File: config.mk
export PLATFORM = sky130hd
export DESIGN_NAME = decoder_stage_riscv
export DESIGN_NICKNAME = d
export VERILOG_FILES = /design/src/rtl/decoder_stage_riscv.sv
export SDC_FILE = /design/constraint.sdc
export NUM_CORES = 1
export LEC_CHECK = 0
export ABC_AREA = 1
export CAP_MARGIN = 40
export CORE_ASPECT_RATIO = 1.2
export CORE_MARGIN = 4
export CORE_UTILIZATION = 44
export CTS_CLUSTER_SIZE = 8
export DETAILED_ROUTE_END_ITERATION = 10
export HOLD_SLACK_MARGIN = 0.15
export PLACE_DENSITY_LB_ADDON = 0.05
export SLEW_MARGIN = 20
export SYNTH_ARGS = -nofsm -noshare
export SYNTH_HDL_FRONTEND = slang
export SYNTH_SLANG_ARGS = --single-unit
File: constraint.sdc
create_clock -name clk_i -period 2 [get_ports clk_i]
set_clock_uncertainty 0.1 [all_clocks]
set_input_delay 0.4 -clock clk_i [delete_from_list [all_inputs] [get_ports clk_i]]
set_output_delay 0.4 -clock clk_i [all_outputs]
set_load 0.05 [all_outputs]
File: src/rtl/decoder_stage_riscv.sv
// rtl/decoder_stage_riscv.sv - registered RV32I decode stage with one-entry output buffer and illegal counter
module decoder_stage_riscv #(
    parameter int ILL_CNT_W     = 16,
    parameter bit STRICT_SYSTEM = 1'b1
) (
    input  logic                 clk_i,
    input  logic                 rst_n_i,
    input  logic                 instr_valid_i,
    output logic                 instr_ready_o,
    input  logic [31:0]          instr_i,
    input  logic [31:0]          pc_i,
    input  logic                 flush_i,
    output logic                 dec_valid_o,
    input  logic                 dec_ready_i,
    output logic [31:0]          pc_o,
    output logic [4:0]           rd_o,
    output logic [4:0]           rs1_o,
    output logic [4:0]           rs2_o,
    output logic [1:0]           ex_op_a_sel_o,
    output logic [2:0]           ex_op_b_sel_o,
    output logic [4:0]           alu_op_o,
    output logic                 mem_req_o,
    output logic                 mem_we_o,
    output logic [2:0]           mem_size_o,
    output logic                 gpr_we_a_o,
    output logic                 wb_src_sel_o,
    output logic                 illegal_instr_o,
    output logic                 branch_o,
    output logic                 jal_o,
    output logic                 jalr_o,
    output logic [ILL_CNT_W-1:0] ill_cnt_o
);

    localparam logic [6:0] OPC_LOAD     = 7'b0000011;
    localparam logic [6:0] OPC_MISC_MEM = 7'b0001111;
    localparam logic [6:0] OPC_OP_IMM   = 7'b0010011;
    localparam logic [6:0] OPC_AUIPC    = 7'b0010111;
    localparam logic [6:0] OPC_STORE    = 7'b0100011;
    localparam logic [6:0] OPC_OP       = 7'b0110011;
    localparam logic [6:0] OPC_LUI      = 7'b0110111;
    localparam logic [6:0] OPC_BRANCH   = 7'b1100011;
    localparam logic [6:0] OPC_JALR     = 7'b1100111;
    localparam logic [6:0] OPC_JAL      = 7'b1101111;
    localparam logic [6:0] OPC_SYSTEM   = 7'b1110011;

    localparam logic [1:0] OP_A_RS1      = 2'd0;
    localparam logic [1:0] OP_A_CURR_PC  = 2'd1;
    localparam logic [1:0] OP_A_ZERO     = 2'd2;

    localparam logic [2:0] OP_B_IMM_I    = 3'd0;
    localparam logic [2:0] OP_B_RS2      = 3'd1;
    localparam logic [2:0] OP_B_IMM_S    = 3'd2;
    localparam logic [2:0] OP_B_IMM_U    = 3'd3;
    localparam logic [2:0] OP_B_INCR     = 3'd4;

    localparam logic [4:0] ALU_ADD       = 5'b00000;
    localparam logic [4:0] ALU_SRA       = 5'b01101;

    localparam logic [2:0] LDST_B        = 3'b000;
    localparam logic       WB_EX_RESULT  = 1'b0;
    localparam logic       WB_LSU_DATA   = 1'b1;

    localparam logic [31:0] INSTR_ECALL  = 32'h0000_0073;
    localparam logic [31:0] INSTR_EBREAK = 32'h0010_0073;

    localparam logic [ILL_CNT_W-1:0] CNT_ONE = {{(ILL_CNT_W-1){1'b0}}, 1'b1};
    localparam logic [ILL_CNT_W-1:0] CNT_MAX = {ILL_CNT_W{1'b1}};

    logic [6:0] opcode;
    logic [2:0] funct3;
    logic [6:0] funct7;

    logic [1:0] d_op_a;
    logic [2:0] d_op_b;
    logic [4:0] d_alu;
    logic       d_req;
    logic       d_we;
    logic [2:0] d_size;
    logic       d_gpr_we;
    logic       d_wb;
    logic       d_ill;
    logic       d_branch;
    logic       d_jal;
    logic       d_jalr;
    logic       accept;

    assign opcode = instr_i[6:0];
    assign funct3 = instr_i[14:12];
    assign funct7 = instr_i[31:25];

    always_comb begin
        d_op_a   = OP_A_RS1;
        d_op_b   = OP_B_IMM_I;
        d_alu    = ALU_ADD;
        d_req    = 1'b0;
        d_we     = 1'b0;
        d_size   = LDST_B;
        d_gpr_we = 1'b0;
        d_wb     = WB_EX_RESULT;
        d_ill    = 1'b0;
        d_branch = 1'b0;
        d_jal    = 1'b0;
        d_jalr   = 1'b0;

        unique case (opcode)
            OPC_LOAD: begin
                d_req    = 1'b1;
                d_gpr_we = 1'b1;
                d_wb     = WB_LSU_DATA;
                d_size   = funct3;
                if (funct3 == 3'b011 || funct3 == 3'b110 || funct3 == 3'b111) begin
                    d_ill = 1'b1;
                end
            end
            OPC_STORE: begin
                d_op_b = OP_B_IMM_S;
                d_req  = 1'b1;
                d_we   = 1'b1;
                d_size = funct3;
                if (funct3[2] || funct3 == 3'b011) begin
                    d_ill = 1'b1;
                end
            end
            OPC_OP_IMM: begin
                d_gpr_we = 1'b1;
                d_alu    = {2'b00, funct3};
                // Only the shift encodings constrain funct7; other immediates span it freely.
                if (funct3 == 3'b001 && funct7 != 7'b0000000) begin
                    d_ill = 1'b1;
                end
                if (funct3 == 3'b101) begin
                    if (funct7 == 7'b0100000) begin
                        d_alu = ALU_SRA;
                    end else if (funct7 != 7'b0000000) begin
                        d_ill = 1'b1;
                    end
                end
            end
            OPC_OP: begin
                d_op_b   = OP_B_RS2;
                d_gpr_we = 1'b1;
                d_alu    = {funct7[6:5], funct3};
                if (!(funct7 == 7'b0000000 ||
                      (funct7 == 7'b0100000 && (funct3 == 3'b000 || funct3 == 3'b101)))) begin
                    d_ill = 1'b1;
                end
            end
            OPC_LUI: begin
                d_op_a   = OP_A_ZERO;
                d_op_b   = OP_B_IMM_U;
                d_gpr_we = 1'b1;
            end
            OPC_AUIPC: begin
                d_op_a   = OP_A_CURR_PC;
                d_op_b   = OP_B_IMM_U;
                d_gpr_we = 1'b1;
            end
            OPC_BRANCH: begin
                d_op_b   = OP_B_RS2;
                d_branch = 1'b1;
                d_alu    = {2'b11, funct3};
                if (funct3 == 3'b010 || funct3 == 3'b011) begin
                    d_ill = 1'b1;
                end
            end
            OPC_JAL: begin
                d_op_a   = OP_A_CURR_PC;
                d_op_b   = OP_B_INCR;
                d_gpr_we = 1'b1;
                d_jal    = 1'b1;
            end
            OPC_JALR: begin
                d_op_a   = OP_A_CURR_PC;
                d_op_b   = OP_B_INCR;
                d_gpr_we = 1'b1;
                d_jalr   = 1'b1;
                if (funct3 != 3'b000) begin
                    d_ill = 1'b1;
                end
            end
            OPC_MISC_MEM: begin
                if (funct3 != 3'b000) begin
                    d_ill = 1'b1;
                end
            end
            OPC_SYSTEM: begin
                if (STRICT_SYSTEM && instr_i != INSTR_ECALL && instr_i != INSTR_EBREAK) begin
                    d_ill = 1'b1;
                end
            end
            default: begin
                d_ill = 1'b1;
            end
        endcase

        if (instr_i[1:0] != 2'b11) begin
            d_ill = 1'b1;
        end

        // Squash: an illegal word must not reach memory, the register file or the PC logic.
        if (d_ill) begin
            d_req    = 1'b0;
            d_we     = 1'b0;
            d_gpr_we = 1'b0;
            d_branch = 1'b0;
            d_jal    = 1'b0;
            d_jalr   = 1'b0;
            d_alu    = ALU_ADD;
            d_size   = LDST_B;
        end
    end

    assign instr_ready_o = !dec_valid_o || dec_ready_i;
    assign accept        = instr_valid_i && instr_ready_o;

    always_ff @(posedge clk_i) begin
        if (!rst_n_i) begin
            dec_valid_o     <= 1'b0;
            pc_o            <= '0;
            rd_o            <= '0;
            rs1_o           <= '0;
            rs2_o           <= '0;
            ex_op_a_sel_o   <= OP_A_RS1;
            ex_op_b_sel_o   <= '0;
            alu_op_o        <= ALU_ADD;
            mem_req_o       <= 1'b0;
            mem_we_o        <= 1'b0;
            mem_size_o      <= LDST_B;
            gpr_we_a_o      <= 1'b0;
            wb_src_sel_o    <= WB_EX_RESULT;
            illegal_instr_o <= 1'b0;
            branch_o        <= 1'b0;
            jal_o           <= 1'b0;
            jalr_o          <= 1'b0;
            ill_cnt_o       <= '0;
        end else if (flush_i) begin
            dec_valid_o <= 1'b0;
        end else if (accept) begin
            dec_valid_o     <= 1'b1;
            pc_o            <= pc_i;
            rd_o            <= instr_i[11:7];
            rs1_o           <= instr_i[19:15];
            rs2_o           <= instr_i[24:20];
            ex_op_a_sel_o   <= d_op_a;
            ex_op_b_sel_o   <= d_op_b;
            alu_op_o        <= d_alu;
            mem_req_o       <= d_req;
            mem_we_o        <= d_we;
            mem_size_o      <= d_size;
            gpr_we_a_o      <= d_gpr_we;
            wb_src_sel_o    <= d_wb;
            illegal_instr_o <= d_ill;
            branch_o        <= d_branch;
            jal_o           <= d_jal;
            jalr_o          <= d_jalr;
            if (d_ill && ill_cnt_o != CNT_MAX) begin
                ill_cnt_o <= ill_cnt_o + CNT_ONE;
            end
        end else if (dec_ready_i) begin
            dec_valid_o <= 1'b0;
        end
    end

endmodule
==> results of run 1 <==
==> synth_stat cells (all sizes together) (2+ instances only) <==
master / count
a211oi: 2
a21oi: 32
buf: 10
clkbuf: 17
dfxtp: 85
inv: 35
nand2: 88
nand3: 19
nand3b: 2
nand4: 16
nor2: 156
nor3: 5
nor3b: 2
o21ai: 56
xnor2: 6
xor2: 8
==> placed cells by master, fill, tap and decap left out, drive strengths merged, types with 14 or more instances in the layout <==
cell | synthesis | final
nand4 | 16 | 16
buf | 10 | 89
dfxtp | 85 | 85
nand3 | 19 | 20
nor2 | 156 | 156
clkdlybuf4s50 | 0 | 52
inv | 35 | 35
dlygate4sd2 | 0 | 50
o21ai | 56 | 56
nand2 | 88 | 88
dlymetal6s2s | 0 | 14
a21oi | 32 | 32
==> state kept, by name, summed over array words and instances, names as in the netlist, 2 cells and up <==
signal         flops
alu_op_o           5
ex_op_a_sel_o      2
ex_op_b_sel_o      3
ill_cnt_o         16
mem_size_o         3
pc_o              32
rd_o               5
rs1_o              5
rs2_o              5
==> stage by stage <==
stage          worst slack, ns  hold WS [ns]  instance area, um^2  cells  total power, mW
2_1_floorplan           0.0196         0.378                 3910    544             2.29
3_3_place_gp            -0.362         0.354                 5750    837             2.66
3_5_place_dp            -0.433         0.356                 5750    837             2.67
4_1_cts               -0.00499         0.367                 5900    853             3.83
5_1_grt                -0.0133         0.268                 6050    855             3.96
6_report                0.0778         0.244                 6050    855             3.81
==> tightest hold or removal path, stage by stage <==
cell	delay, ns
dlymetal6s2s_1	0.12
nor2_1	0.06
nor2_1	0.09
==> path summary, 6_finish.rpt <==
kind / start / end / slack (ns)
min: instr_i[15] / rs1_o[0] / 0.24
max: instr_i[10] / ill_cnt_o[0] / 0.08
max reg2reg: ill_cnt_o[0] / ill_cnt_o[15] / 0.16
min reg2reg: mem_size_o[1] / mem_size_o[1] / 0.37
==> power by group <==
group	leakage, nW	total [mW]	switching (mW)	internal, mW
clock	0.0854	1.19	0.619	0.570
sequential	0.698	1.80	0.0351	1.76
combinational	2.11	0.823	0.521	0.302
total	2.89	3.81	1.17	2.64
==> what timing repair did <==
item                                    CTS  global route
gates cloned                              1             0
setup buffers                             0             2
resized for setup                        55            45
pin swaps                                 0            15
endpoints found under the setup margin   65            30
==> layout make-up <==
cell class | instances | area (um^2) | share of cell area (%)
Multi-Input combinational cell | 398 | 2040 | 33.7
Timing Repair Buffer | 205 | 1840 | 30.4
Sequential cell | 85 | 1710 | 28.3
Tap cell | 117 | 146 | 2.42
Inverter | 35 | 134 | 2.21
Clock buffer | 11 | 131 | 2.17
Clock inverter | 4 | 50.0 | 0.827
==> logic make-up (layout without fill, tap and decap cells) <==
group	count (synthesis)	in the layout	share of synthesized area, %
AND/OR/NAND/NOR	289	290	32.9
AO/OA/AOI/OAI	93	93	13.1
buffers and inverters	62	255	6.84
XOR/XNOR	14	14	3.15
flip-flops	85	85	43.7
adder cells (fa/ha/maj)	1	1	0.321
==> per-layer routing <==
| layer | track usage (%) | share of wire (%) | wire (um) |
|---|---|---|---|
| met1 | 26.5 | 40 | 4880 |
| met2 | 38.7 | 50 | 6100 |
| met3 | 7.74 | 8.2 | 1000 |
| met4 | 7.13 | 1.5 | 179 |
| met5 | 0 | 0 | 0 |
==> impl_metrics.env, run 1 <==
export IMPL_antenna_found_initial=0
export IMPL_yosys_warnings=0
export IMPL_grt_pass1_wl_mm=19.3
export IMPL_final_core_utilization_pct=70.3
export IMPL_area_delta_synth_final_pct=55.4
export IMPL_ys_ff_latch=85
export IMPL_async_flop_share_pct=0
export IMPL_clkSlewWorstSetupHoldPaths_ns=0.08
export IMPL_synth_top_area_share_pct=43.7
export IMPL_cts_buffers_inserted=9
export IMPL_synthFlopType="dfxtp_1"
export IMPL_port_buffers=154
export IMPL_hold_depth=3
export IMPL_ant_nets=0
export IMPL_synthDistinctLibCells=37
export IMPL_crit_chain="clkdlybuf4s50_1 > nor2_1 > nand2_1 > nor2_2 > nand3_1 > nand2_1 > nand2_1 > nor2_2 > nand2_4 > buf_12 > nand3_4 > nand2_2 > nand2_1 > nor2_1"
export IMPL_hp_class="input pin to register"
export IMPL_maxSlewViolCount=0
export IMPL_fin_crit_sh_pct=96.1
export IMPL_core_um2=8610
export IMPL_max_freq_ghz=0.520
export IMPL_fin_crit_ns=1.92
export IMPL_cellPowerDensity_nw_per_um2=629
export IMPL_netlist_area_um2=3890
export IMPL_place_congestion=0.903
export IMPL_tightest_slew_ns=0.569
export IMPL_finalHoldViolCount=0
export IMPL_critPathSlowestCell="clkdlybuf4s50_1"
export IMPL_wirelength_mm=12.2
export IMPL_dieHeight_um=111
export IMPL_route_detailed_drc=0
export IMPL_ys_top_cells_by_area="dfxtp_1 (44%), nor2_1 (15%), o21ai_0 (7.1%)"
export IMPL_syn_nets=614
export IMPL_rows=37
export IMPL_wl_per_cell_um=14.2
export IMPL_vias_per_cell=5.02
export IMPL_worst_path_stages=14
export IMPL_setup_tns_ns=0
export IMPL_firstDrtPassIters=5
export IMPL_drt_iter0_drc=195
export IMPL_cts_buffer_depth=2
export IMPL_syn_inst=544
export IMPL_dpl_hpwl_mm=8.74
export IMPL_outcome="complete, no violations"
export IMPL_die_w_um=93.9
export IMPL_dieArea_um2=10400
export IMPL_max_slew_margin_rel_pct=62.0
export IMPL_start_util_pct=45.2
export IMPL_cts_tree="done"
export IMPL_crit_path_end_kind="register"
export IMPL_diodes=0
export IMPL_ctsHoldBuffers=0
export IMPL_vias=4293
export IMPL_ir_worst_vdd_mv=0.511
export IMPL_grt_max_degree=48
export IMPL_crit_type="input pin to register"
export IMPL_grt_ovfl_total=0
export IMPL_setup_viol=0
export IMPL_synth_edff_count=0
export IMPL_seq_area_frac_synth_pct=43.7
export IMPL_grt_usage_pct=22.7
export IMPL_cp_common_cell="nand2_1"
export IMPL_synth_area_leader_cell="dfxtp_1"
export IMPL_cts_htree_levels=3
export IMPL_root_buffer="clkbuf_8"
export IMPL_insertion_delay_ns=0.36
export IMPL_leakage_nw=2.89
export IMPL_fin_nets=804
export IMPL_maxCapViolations=0
export IMPL_ioPinCount=155
export IMPL_critPathMaxStageDelay_ns=0.44
export IMPL_start_kind="input pin"
export IMPL_critPathRequiredTime_ns=2.16
export IMPL_drive_above_1_share_pct=24.1
export IMPL_fillerInstances=755
export IMPL_reg2regPathDepth=8
export IMPL_grt_pass1_vias=4226
export IMPL_worst_path_max_fanout=8
export IMPL_critPathBufInv=2
export IMPL_cts_sinks=85
export IMPL_postSynthAreaPerCell_um2=7.16
export IMPL_cp_arrival_ns=2.08
export IMPL_crit_family="simple AND/OR/NAND/NOR gates"
Note: power is estimated with default switching activity, not from simulation.
==> run 2: changes to the inputs <==
--- a/config.mk
+++ b/config.mk
@@ -8,10 +8,11 @@
 export ABC_AREA = 1
 export CAP_MARGIN = 40
 export CORE_ASPECT_RATIO = 1.2
-export CORE_MARGIN = 4
+export CORE_MARGIN = 1
 export CORE_UTILIZATION = 44
 export CTS_CLUSTER_SIZE = 8
 export DETAILED_ROUTE_END_ITERATION = 10
+export GPL_TIMING_DRIVEN = 0
 export HOLD_SLACK_MARGIN = 0.15
 export PLACE_DENSITY_LB_ADDON = 0.05
 export SLEW_MARGIN = 20
==> constraint.sdc (replaced) <==
create_clock -name clk_i -period 1.8 [get_ports clk_i]
set_clock_uncertainty 0.1 [all_clocks]
set_input_delay 0.36 -clock clk_i [delete_from_list [all_inputs] [get_ports clk_i]]
set_output_delay 0.36 -clock clk_i [all_outputs]
set_load 0.05 [all_outputs]
==> run 2 against run 1 <==
  * Sequential cell count stayed put
  * Global-route usage is 3.7 points higher
  * Die area is 11% lower
  * Combinational power is 9.6% higher
  * Final cell count is 0.47% higher
  * Total power is 17% higher
  * Worst setup slack worse by 0.052 ns
  * Sequential power is 11% higher
  * Core utilization is 1.9 points higher
  * Non-clock buffer count is 4 higher
  * Largest power group unchanged
==> impl_metrics.env, run 2 (synthesis results as in run 1) <==
export IMPL_largest_reg_flops=32
export IMPL_antenna_found_initial=0
export IMPL_diodes=0
export IMPL_largest_register="pc_o"
export IMPL_setup_tns_ns=0
export IMPL_vias_per_cell=4.94
export IMPL_clkSlewWorstSetupHoldPaths_ns=0.09
export IMPL_cts_buffers_inserted=9
export IMPL_grt_ovfl_total=0
export IMPL_finalHoldViolCount=0
export IMPL_cellPowerDensity_nw_per_um2=723
export IMPL_place_area_um2=5630
export IMPL_maxCapViolations=0
export IMPL_critPathRequiredTime_ns=1.96
export IMPL_dieArea_um2=9230
export IMPL_vias=4242
export IMPL_final_cell_mix="nor2_1 (140), dlygate4sd2_1 (95), dfxtp_1 (73)"
export IMPL_insertion_delay_ns=0.36
export IMPL_wirelength_mm=12.0
export IMPL_firstDrtPassIters=4
export IMPL_outcome="complete, no violations"
export IMPL_port_buffers=153
export IMPL_fin_crit_ns=1.77
export IMPL_ioPinCount=155
export IMPL_reg_largest_list="pc_o x32, ill_cnt_o x16"
export IMPL_cts_buffer_depth=2
export IMPL_ant_nets=0
export IMPL_area_delta_synth_final_pct=58.8
export IMPL_cp_arrival_ns=1.93
export IMPL_dieHeight_um=105
export IMPL_die_w_um=87.9
export IMPL_cts_sinks=85
export IMPL_route_detailed_drc=0
export IMPL_cts_htree_levels=3
export IMPL_tightest_slew_ns=0.660
export IMPL_rows=37
export IMPL_max_slew_margin_rel_pct=56.0
export IMPL_crit_type="input pin to register"
export IMPL_fin_crit_sh_pct=98.6
export IMPL_grt_usage_pct=26.4
export IMPL_root_buffer="clkbuf_8"
export IMPL_fin_area_um2=6190
export IMPL_ctsHoldBuffers=0
export IMPL_wl_per_cell_um=14.0
export IMPL_hp_class="input pin to register"
export IMPL_ir_worst_vdd_mv=0.487
export IMPL_crit_path_end_kind="register"
export IMPL_worst_path_max_fanout=10
export IMPL_dpl_hpwl_mm=8.52
export IMPL_core_um2=8560
export IMPL_maxSlewViolCount=0
export IMPL_grt_pass1_vias=4086
export IMPL_fin_nets=807
export IMPL_post_route_worst_setup_slack_ns=0.0256
export IMPL_drive_above_1_share_pct=22.5
export IMPL_grt_max_degree=16
export IMPL_place_congestion=0.886
export IMPL_pre_cts_ws_ns=-0.989
export IMPL_cts_tree="done"
export IMPL_layout_commonest_cell="nor2_1"
export IMPL_start_util_pct=45.5
export IMPL_setup_viol=0
export IMPL_leakage_nw=2.99
export IMPL_max_freq_ghz=0.564
export IMPL_drt_iter0_drc=133
export IMPL_rsz0062_at_grt="true"
export IMPL_start_kind="input pin"
export IMPL_grt_pass1_wl_mm=19.0
==> run 2: cell count changes in the layout (fill, tap and decap cells not counted), moves of 9 or more <==
cell             before  now
buf_2                 0    9
buf_4                85   25
clkbuf_1              2   11
clkdlybuf4s50_1      52   36
dlygate4sd2_1        50   95
dlymetal6s2s_1       14    5
==> run 2: final cells by class <==
cell class | instances | area [um^2]
inverters | 35 | 144
clock buffers | 10 | 138
fillers | 754 | 2380
multi-input cells | 397 | 2110
plain buffers | 27 | 178
flip-flops and latches | 85 | 1730
well taps | 117 | 146
clock inverters | 6 | 93.8
repair buffers | 182 | 1650
==> run 2: per-layer routing <==
metal	vias to the layer above	share of wire, %	global-route usage (%)
met5	-	0	0
li1	2138	-	-
met2	138	50	46.6
met3	21	6.0	5.53
met1	1945	41	30.0
met4	0	2.4	11.5
==> run 2: critical path, stage by stage <==
cell and delay (ns):
clkdlybuf4s50_1 0.47, nor2_2 0.06, nor3_4 0.27, buf_4 0.19, buf_6 0.15, nand2_1 0.11, o32ai_2 0.26, nor2_1 0.05
==> run 2: timing repair <==
item / CTS / global route
gates resized for setup: 172 / 62
setup endpoints to repair: 170 / 72
buffers inserted: 22 / 6
pin swaps: 35 / 33
cloned: 1 / 0
hold endpoints to repair: 0 / 0
==> run 2: final timing paths <==
kind / startpoint / end / slack (ns) / cells past startpoint
worst max-delay path: dec_ready_i / alu_op_o[3] / 0.03 / 8
worst min-delay path: instr_i[8] / rd_o[1] / 0.17 / 3
worst max register to register: ill_cnt_o[1] / ill_cnt_o[3] / 0.07 / 9
worst min register to register: ex_op_b_sel_o[0] / ex_op_b_sel_o[0] / 0.37 / 2
==> run 2: metrics by stage <==
step / hold slack (ns) / power (mW) / util (%) / std cells
after floorplan: 0.331 / 2.55 / - / 544
after global placement: 0.354 / 2.93 / 65.8 / 814
after detailed placement: 0.359 / 2.94 / 65.8 / 814
after CTS: 0.266 / 4.47 / 70.6 / 853
after global routing: 0.181 / 4.65 / 72.2 / 859
final: 0.169 / 4.47 / 72.2 / 859
==> run 2: report_power, final <==
| part | switching, mW | internal (mW) |
|---|---|---|
| Combinational | 0.590 | 0.312 |
| Clock | 0.740 | 0.834 |
| Sequential | 0.0396 | 1.96 |
